File: config.mk
export PLATFORM = sky130hd
export DESIGN_NAME = multi_cycle_cpu_flat
export DESIGN_NICKNAME = d
export VERILOG_FILES = /design/src/rtl/multi_cycle_cpu_if.sv /design/src/rtl/multi_cycle_cpu.sv /design/src/flat_wrapper.sv
export SDC_FILE = /design/constraint.sdc
export NUM_CORES = 2
export LEC_CHECK = 0
export CAP_MARGIN = 15
export CORE_ASPECT_RATIO = 1.1
export CORE_MARGIN = 3
export CORE_UTILIZATION = 28
export DETAILED_ROUTE_END_ITERATION = 8
export SETUP_SLACK_MARGIN = 0.5
export SLEW_MARGIN = 20
export SYNTH_ARGS = -nofsm -noshare
export SYNTH_HDL_FRONTEND = slang
export SYNTH_SLANG_ARGS = --single-unit
File: constraint.sdc
create_clock -name clk_i -period 7.15 [get_ports clk_i]
set_input_delay 1.43 -clock clk_i [delete_from_list [all_inputs] [get_ports clk_i]]
set_output_delay 1.43 -clock clk_i [all_outputs]
set_load 0.03 [all_outputs]
File: src/rtl/multi_cycle_cpu_if.sv
// Shared instruction/data memory port of multi_cycle_cpu: request/ready handshake,
// one access in flight, address and data held stable until ready.
interface multi_cycle_cpu_if #(
    parameter int DATA_W = 32,
    parameter int ADDR_W = 32
);
    logic              mem_req_o;
    logic              mem_we_o;
    logic [ADDR_W-1:0] mem_addr_o;
    logic [DATA_W-1:0] mem_wdata_o;
    logic [DATA_W-1:0] mem_rdata_i;
    logic              mem_ready_i;

    modport master (
        output mem_req_o, mem_we_o, mem_addr_o, mem_wdata_o,
        input  mem_rdata_i, mem_ready_i
    );

    modport slave (
        input  mem_req_o, mem_we_o, mem_addr_o, mem_wdata_o,
        output mem_rdata_i, mem_ready_i
    );
endinterface

File: src/rtl/multi_cycle_cpu.sv
// Multi-cycle MIPS-subset core (FETCH/DECODE/EXEC/MEM/WB) on one shared memory port.
// Define CPU_JUMP_EN to add j/jal; without it ops 02/03 decode as illegal.
module multi_cycle_cpu #(
    parameter int          DATA_W   = 32,
    parameter int          ADDR_W   = 32,
    parameter logic [31:0] RESET_PC = 32'h0
) (
    input  logic              clk_i,
    input  logic              rst_i,
    multi_cycle_cpu_if.master mem,
    output logic              retire_o,
    output logic              illegal_o,
    output logic [ADDR_W-1:0] pc_o
);

    localparam logic [5:0] OP_RTYPE = 6'h00;
    localparam logic [5:0] OP_BEQ   = 6'h04;
    localparam logic [5:0] OP_BNE   = 6'h05;
    localparam logic [5:0] OP_ADDI  = 6'h08;
    localparam logic [5:0] OP_SLTI  = 6'h0A;
    localparam logic [5:0] OP_LW    = 6'h23;
    localparam logic [5:0] OP_SW    = 6'h2B;
`ifdef CPU_JUMP_EN
    localparam logic [5:0] OP_J     = 6'h02;
    localparam logic [5:0] OP_JAL   = 6'h03;
`endif

    localparam logic [5:0] F_ADD = 6'h20;
    localparam logic [5:0] F_SUB = 6'h22;
    localparam logic [5:0] F_AND = 6'h24;
    localparam logic [5:0] F_OR  = 6'h25;
    localparam logic [5:0] F_SLT = 6'h2A;

    typedef enum logic [2:0] {
        S_FETCH,
        S_DECODE,
        S_EXEC,
        S_MEM,
        S_WB
    } state_t;

    state_t            state;
    logic [ADDR_W-1:0] pc;
    logic [31:0]       ir;
    logic [DATA_W-1:0] a;
    logic [DATA_W-1:0] b;
    logic [DATA_W-1:0] alu_out;
    logic [DATA_W-1:0] mdr;
    logic [DATA_W-1:0] regs [32];

    logic [5:0]        op;
    logic [5:0]        funct;
    logic [4:0]        rs;
    logic [4:0]        rt;
    logic [4:0]        rd;
    logic [DATA_W-1:0] imm_sext;

    assign op       = ir[31:26];
    assign rs       = ir[25:21];
    assign rt       = ir[20:16];
    assign rd       = ir[15:11];
    assign funct    = ir[5:0];
    assign imm_sext = {{(DATA_W-16){ir[15]}}, ir[15:0]};

    logic legal;
    logic is_branch;
    logic is_jump;
    logic is_mem_op;

    // NOTE: every always_comb output gets a default first so no path can infer a latch.
    always_comb begin
        legal = 1'b0;
        case (op)
            OP_RTYPE: legal = funct inside {F_ADD, F_SUB, F_AND, F_OR, F_SLT};
            OP_ADDI, OP_SLTI, OP_BEQ, OP_BNE, OP_LW, OP_SW: legal = 1'b1;
`ifdef CPU_JUMP_EN
            OP_J, OP_JAL: legal = 1'b1;
`endif
            default: legal = 1'b0;
        endcase
    end

    assign is_branch = (op == OP_BEQ) || (op == OP_BNE);
    assign is_mem_op = (op == OP_LW) || (op == OP_SW);
`ifdef CPU_JUMP_EN
    assign is_jump   = (op == OP_J) || (op == OP_JAL);

    logic [31:0] pc_ext;
    logic [31:0] jump_addr;
    // Upper PC bits come from the already-incremented PC; narrow PCs simply truncate.
    assign pc_ext    = 32'(pc);
    assign jump_addr = {pc_ext[31:28], ir[25:0], 2'b00};
`else
    assign is_jump   = 1'b0;
`endif

    logic [DATA_W-1:0] alu_b;
    logic [DATA_W-1:0] alu_res;
    logic              lt;
    logic              taken;

    always_comb begin
        alu_b   = (op == OP_RTYPE) ? b : imm_sext;
        lt      = $signed(a) < $signed(alu_b);
        alu_res = a + alu_b;
        if (op == OP_RTYPE) begin
            case (funct)
                F_SUB:   alu_res = a - b;
                F_AND:   alu_res = a & b;
                F_OR:    alu_res = a | b;
                F_SLT:   alu_res = {{(DATA_W-1){1'b0}}, lt};
                default: alu_res = a + b;
            endcase
        end else if (op == OP_SLTI) begin
            alu_res = {{(DATA_W-1){1'b0}}, lt};
        end
    end

    assign taken = (op == OP_BEQ) ? (a == b) : (a != b);

    logic [4:0]        wb_idx;
    logic [DATA_W-1:0] wb_data;

    assign wb_idx  = (op == OP_RTYPE) ? rd : rt;
    assign wb_data = (op == OP_LW) ? mdr : alu_out;

    // NOTE: sequential state uses non-blocking assignments only, so every register
    // sees pre-edge values regardless of statement order.
    always_ff @(posedge clk_i) begin
        if (rst_i) begin
            state   <= S_FETCH;
            pc      <= RESET_PC[ADDR_W-1:0];
            ir      <= '0;
            a       <= '0;
            b       <= '0;
            alu_out <= '0;
            mdr     <= '0;
            // NOTE: the register file is architecturally cleared on reset, so it is
            // built from flops rather than a RAM macro without a reset path.
            for (int i = 0; i < 32; i++) begin
                regs[i] <= '0;
            end
        end else begin
            case (state)
                S_FETCH: begin
                    if (mem.mem_ready_i) begin
                        ir    <= mem.mem_rdata_i[31:0];
                        pc    <= pc + ADDR_W'(4);
                        state <= S_DECODE;
                    end
                end
                S_DECODE: begin
                    a       <= regs[rs];
                    b       <= regs[rt];
                    alu_out <= DATA_W'(pc) + (imm_sext << 2);
                    if (!legal) begin
                        state <= S_FETCH;
                    end
`ifdef CPU_JUMP_EN
                    else if (is_jump) begin
                        pc <= jump_addr[ADDR_W-1:0];
                        if (op == OP_JAL) begin
                            regs[31] <= DATA_W'(pc);
                        end
                        state <= S_FETCH;
                    end
`endif
                    else begin
                        state <= S_EXEC;
                    end
                end
                S_EXEC: begin
                    if (is_branch) begin
                        if (taken) begin
                            pc <= alu_out[ADDR_W-1:0];
                        end
                        state <= S_FETCH;
                    end else begin
                        alu_out <= alu_res;
                        state   <= is_mem_op ? S_MEM : S_WB;
                    end
                end
                S_MEM: begin
                    if (mem.mem_ready_i) begin
                        if (op == OP_LW) begin
                            mdr   <= mem.mem_rdata_i;
                            state <= S_WB;
                        end else begin
                            state <= S_FETCH;
                        end
                    end
                end
                S_WB: begin
                    if (wb_idx != 5'd0) begin
                        regs[wb_idx] <= wb_data;
                    end
                    state <= S_FETCH;
                end
                default: state <= S_FETCH;
            endcase
        end
    end

    // Request and pulses are decoded from registered state but gated by rst_i,
    // so a reset withdraws an in-flight access within the same cycle.
    assign mem.mem_req_o   = !rst_i && (state == S_FETCH || state == S_MEM);
    assign mem.mem_we_o    = !rst_i && (state == S_MEM) && (op == OP_SW);
    assign mem.mem_addr_o  = (state == S_MEM) ? {alu_out[ADDR_W-1:2], 2'b00} : pc;
    assign mem.mem_wdata_o = b;

    assign retire_o  = !rst_i && (((state == S_DECODE) && (!legal || is_jump)) ||
                                  ((state == S_EXEC) && is_branch) ||
                                  ((state == S_MEM) && (op == OP_SW) && mem.mem_ready_i) ||
                                  (state == S_WB));
    assign illegal_o = !rst_i && (state == S_DECODE) && !legal;
    assign pc_o      = pc;

endmodule

File: src/flat_wrapper.sv
// flat-port wrapper written by rule: the top's interface ports become plain ports
module multi_cycle_cpu_flat 
#(
    parameter int          DATA_W   = 32,
    parameter int          ADDR_W   = 32,
    parameter logic [31:0] RESET_PC = 32'h0
)
  (clk_i, rst_i, retire_o, illegal_o, pc_o, mem_mem_req_o, mem_mem_we_o, mem_mem_addr_o, mem_mem_wdata_o, mem_mem_rdata_i, mem_mem_ready_i);
  multi_cycle_cpu_if #(.DATA_W(DATA_W), .ADDR_W(ADDR_W)) mem_i ();
  input  logic clk_i;
  input  logic rst_i;
  output logic retire_o;
  output logic illegal_o;
  output logic [ADDR_W-1:0] pc_o;
  output wire logic [$bits(mem_i.mem_req_o)-1:0] mem_mem_req_o;
  output wire logic [$bits(mem_i.mem_we_o)-1:0] mem_mem_we_o;
  output wire logic [$bits(mem_i.mem_addr_o)-1:0] mem_mem_addr_o;
  output wire logic [$bits(mem_i.mem_wdata_o)-1:0] mem_mem_wdata_o;
  input wire logic [$bits(mem_i.mem_rdata_i)-1:0] mem_mem_rdata_i;
  input wire logic [$bits(mem_i.mem_ready_i)-1:0] mem_mem_ready_i;
  assign mem_mem_req_o = mem_i.mem_req_o;
  assign mem_mem_we_o = mem_i.mem_we_o;
  assign mem_mem_addr_o = mem_i.mem_addr_o;
  assign mem_mem_wdata_o = mem_i.mem_wdata_o;
  assign mem_i.mem_rdata_i = mem_mem_rdata_i;
  assign mem_i.mem_ready_i = mem_mem_ready_i;
  multi_cycle_cpu #(.DATA_W(DATA_W), .ADDR_W(ADDR_W), .RESET_PC(RESET_PC)) u_core (.clk_i(clk_i), .rst_i(rst_i), .mem(mem_i), .retire_o(retire_o), .illegal_o(illegal_o), .pc_o(pc_o));
endmodule
==> results.txt <==
Arrival time worst endpoint -> 4.37 ns
GRT Util Overall -> 18.4%
Critical-path cell list -> nor4_1 > and2_1 > buf_4 > o2111ai_1 > o21ai_0 > nor2_1 > a21oi_1 > nor2_1 > a21oi_1 > nor2_1 > clkdlybuf4s50_1
VDD IR-drop max -> 0.275 mV
Core ar. -> 244000 µm²
Register area share after synthesis -> 50.2%
Post-placement setup slack -> 1.65 ns
CTS Buf Count -> 138
Hold_buf cts -> 0
Share of layout cells above drive strength 1 -> 20.3%
CP max FO -> 31
Synth top area cells -> edfxtp_1 (45%), mux4_2 (21%), nor2_1 (6.8%), dfxtp_1 (5.7%), ha_1 (3.5%)
DR vias -> 50029
Leak Pwr -> 25.5 nW
Worst hold start -> u_core.mdr[11]
Hold Path Sink -> u_core.mdr[11]
Register area -> 34700 µm²
Final setup violation count -> 0
Number of synthesized flops with an enable pin -> 1024
Slowest cell delay on critical path -> 0.62 ns
Routability Congestion -> 0.935
Clk Latency, worst-skew pair -> 0.80 ns
Worst clock skew -> 0.0405 ns
Tmin final -> 5.80 ns
Netlist cell types -> 89
Final nets -> 5759
Crit path top cell by count -> nor2_1
Synth warn -> 0
Status -> finished clean
Die area -> 253000 µm²
Final Hold Viols -> 0
Pwr Total -> 18.0 mW
Largest net degree at the start of global routing -> 124
Initial DRC count -> 6806
Sink Count -> 1219
Drc violations -> 0
WP data required -> 5.72 ns
Routed len/inst -> 26.8 µm
Root Buffer -> clkbuf_16
Number of global-route vias before repair -> 49038
Top cell family by delay on the critical path -> simple AND/OR/NAND/NOR gates
Initial Utilization -> 28.2%
Tcrit/Tclk final -> 81.2%
Max Clk Rate -> 172 MHz
Max transition margin -> 26.7%
Detailed placement HPWL -> 155000 µm
Worst R2R Path Depth -> 16
Fin cells -> 8894
Synth top cells by count -> nor2_1 (1244), edfxtp_1 (1024), mux4_2 (640), clkbuf_1 (425), nand2_1 (308)
Worst slew pin tran -> 1.10 ns
Proportion of netlist area held by the largest area contributor -> 44.5%
Area growth syn-to-layout -> 14.5%
Final sum of negative setup slack -> 0 ns
Ys flop type -> edfxtp_1
Initial antenna violation count -> 7
Clock Tree Buf Depth -> 3
Fin worst setup slack -> 1.35 ns
Max Cap Viol -> 0
Top Ports -> 135
Post-route antenna net violation count -> 0
Chip height -> 527 µm
CTS tree -> yes
Number of synthesized register bits -> 1219
Routed WL -> 239000 µm
Post-CTS Resized -> 0
Die Wd -> 479 µm
Fillers -> 24223
Synthesized area -> 69000 µm²
Crit path kind -> flip-flop to primary output
Routed vias/inst -> 5.63
Ys async rst share -> 0%
Drt first pass iters -> 6
RSZ-0062 raised after global routing -> false
# placed instances -> 8638
FP Rows -> 190
First-pass GRT wire length -> 343000 µm
CTS H-Tree Depth -> 4
Dominant cell by count in the synthesized netlist -> nor2_1
Total congestion overflow -> 0
Crit end category -> primary output
Reg2reg end -> u_core.alu_out[30]
Post-CTS Setup Bufs -> 0
Hold Path Depth -> 2
CP max-delay cell -> clkdlybuf4s50_1
Port bufs -> 134
Clock slew at reported path FFs -> 0.06 ns
Multi-input gate area in the final layout -> 32600 µm²
Flop-to-flop setup slack -> 1.64 ns
Buf/Inv on CP -> 2
P per Cell Area -> 228 nW/µm²
Hold Path Class -> flip-flop to flip-flop
Syn avg cell area -> 12.4 µm²
Yosys top cell by area -> edfxtp_1
Mapped Cells -> 5577
Final Max Tran Viols -> 0
Worst reg2reg startpoint -> u_core.ir[31]
Critical Path Start Type -> flip-flop
-- where the power goes --
part / total, mW / internal (mW) / switching, mW
sequential: 8.23 / 7.94 / 0.281
clock: 6.94 / 3.93 / 3.01
combinational: 2.85 / 1.10 / 1.75
total: 18.0 / 13.0 / 5.04
-- worst max-delay path by stage --
stage                        from                 end  cells after the start
floorplan           u_core.ir[31]  u_core.alu_out[30]                     20
global placement    u_core.ir[31]  u_core.alu_out[30]                     16
detailed placement  u_core.ir[31]  u_core.alu_out[30]                     16
CTS                 u_core.ir[31]            retire_o                     11
global route        u_core.ir[31]            retire_o                     11
finish              u_core.ir[31]            retire_o                     11
-- per-stage QoR --
| stage | hold WS [ns] | cell area [µm²] | util (%) |
|---|---|---|---|
| 2_1_floorplan | 0.436 | 69200 | - |
| 3_3_place_gp | 0.475 | 74400 | 30.4 |
| 3_5_place_dp | 0.480 | 74500 | 30.5 |
| 4_1_cts | 0.488 | 78800 | 32.2 |
| 5_1_grt | 0.502 | 79100 | 32.4 |
| 6_report | 0.485 | 79100 | 32.4 |
-- area by class of cell --
type / instances / share of cell area, %
inverters: 161 / 0.771
flip-flops and latches: 1219 / 43.9
well taps: 3264 / 5.17
clock inverters: 67 / 0.787
clock buffers: 174 / 4.68
repair buffers: 277 / 3.44
multi-input cells: 3730 / 41.3
diodes: 2 / 0.00633
-- state kept, by name (all words and copies together) (netlist names) --
register                flops
u_core.pc_o                32
u_core.mem.mem_wdata_o     32
u_core.ir                  32
u_core.a                   32
u_core.alu_out             32
u_core.regs              1024
u_core.state                3
u_core.mdr                 32
-- tightest hold or removal path, stage by stage (launching register included) --
cell and delay [ns]:
dfxtp_1 0.33, nand2_1 0.06, a21oi_1 0.05
-- routing by layer --
| metal | vias up | track usage [%] | routed length [µm] | share of wire, % |
|---|---|---|---|---|
| met5 | - | 0 | 34 | 0.014 |
| met4 | 4 | 6.16 | 7950 | 3.3 |
| met3 | 473 | 4.37 | 26500 | 11 |
| met2 | 3087 | 29.4 | 111000 | 47 |
| met1 | 25560 | 24.5 | 92800 | 39 |
| li1 | 20905 | - | - | - |
-- cell usage in the layout (no fill, tap or decap), drive strengths merged, types with 13 or more instances in the layout --
cell type      Yosys  layout
nor2            1245    1245
edfxtp          1024    1024
mux4             640     640
nand2            308     308
a21oi            247     247
dfxtp            195     195
ha               193     193
clkbuf           425     175
inv              160     165
buf               73     143
o21ai            140     140
clkdlybuf4s50      0     133
a211oi           119     119
mux2i            110     110
nor3              57      57
clkinv             1      51
nand2b            51      51
xnor2             48      48
a21o              38      38
nand3             38      38
mux2              33      33
conb               1      32
o21bai            28      28
o22ai             26      26
o31ai             22      22
o211ai            21      21
a221oi            21      21
o21a              20      20
a31oi             20      20
nor2b             19      19
and2              17      17
o221ai            17      17
and3              16      16
nor4              16      16
xor2              13      13
a221o             13      13
or3               13      13
a2111oi           13      13
-- kinds of logic after synthesis --
family,count (synthesis),share of synthesized area [%]
and+or+nand+nor,1832,10.9
DFF,1219,50.2
AOI/OAI and AO/OA,825,7.83
muxes,783,23.0
buffers and inverters,659,3.64
adders and majority gates,197,3.61
xor gates and xnor gates,61,0.774
other,1,0.00543
No activity file was read; power rests on OpenSTA's default activity.
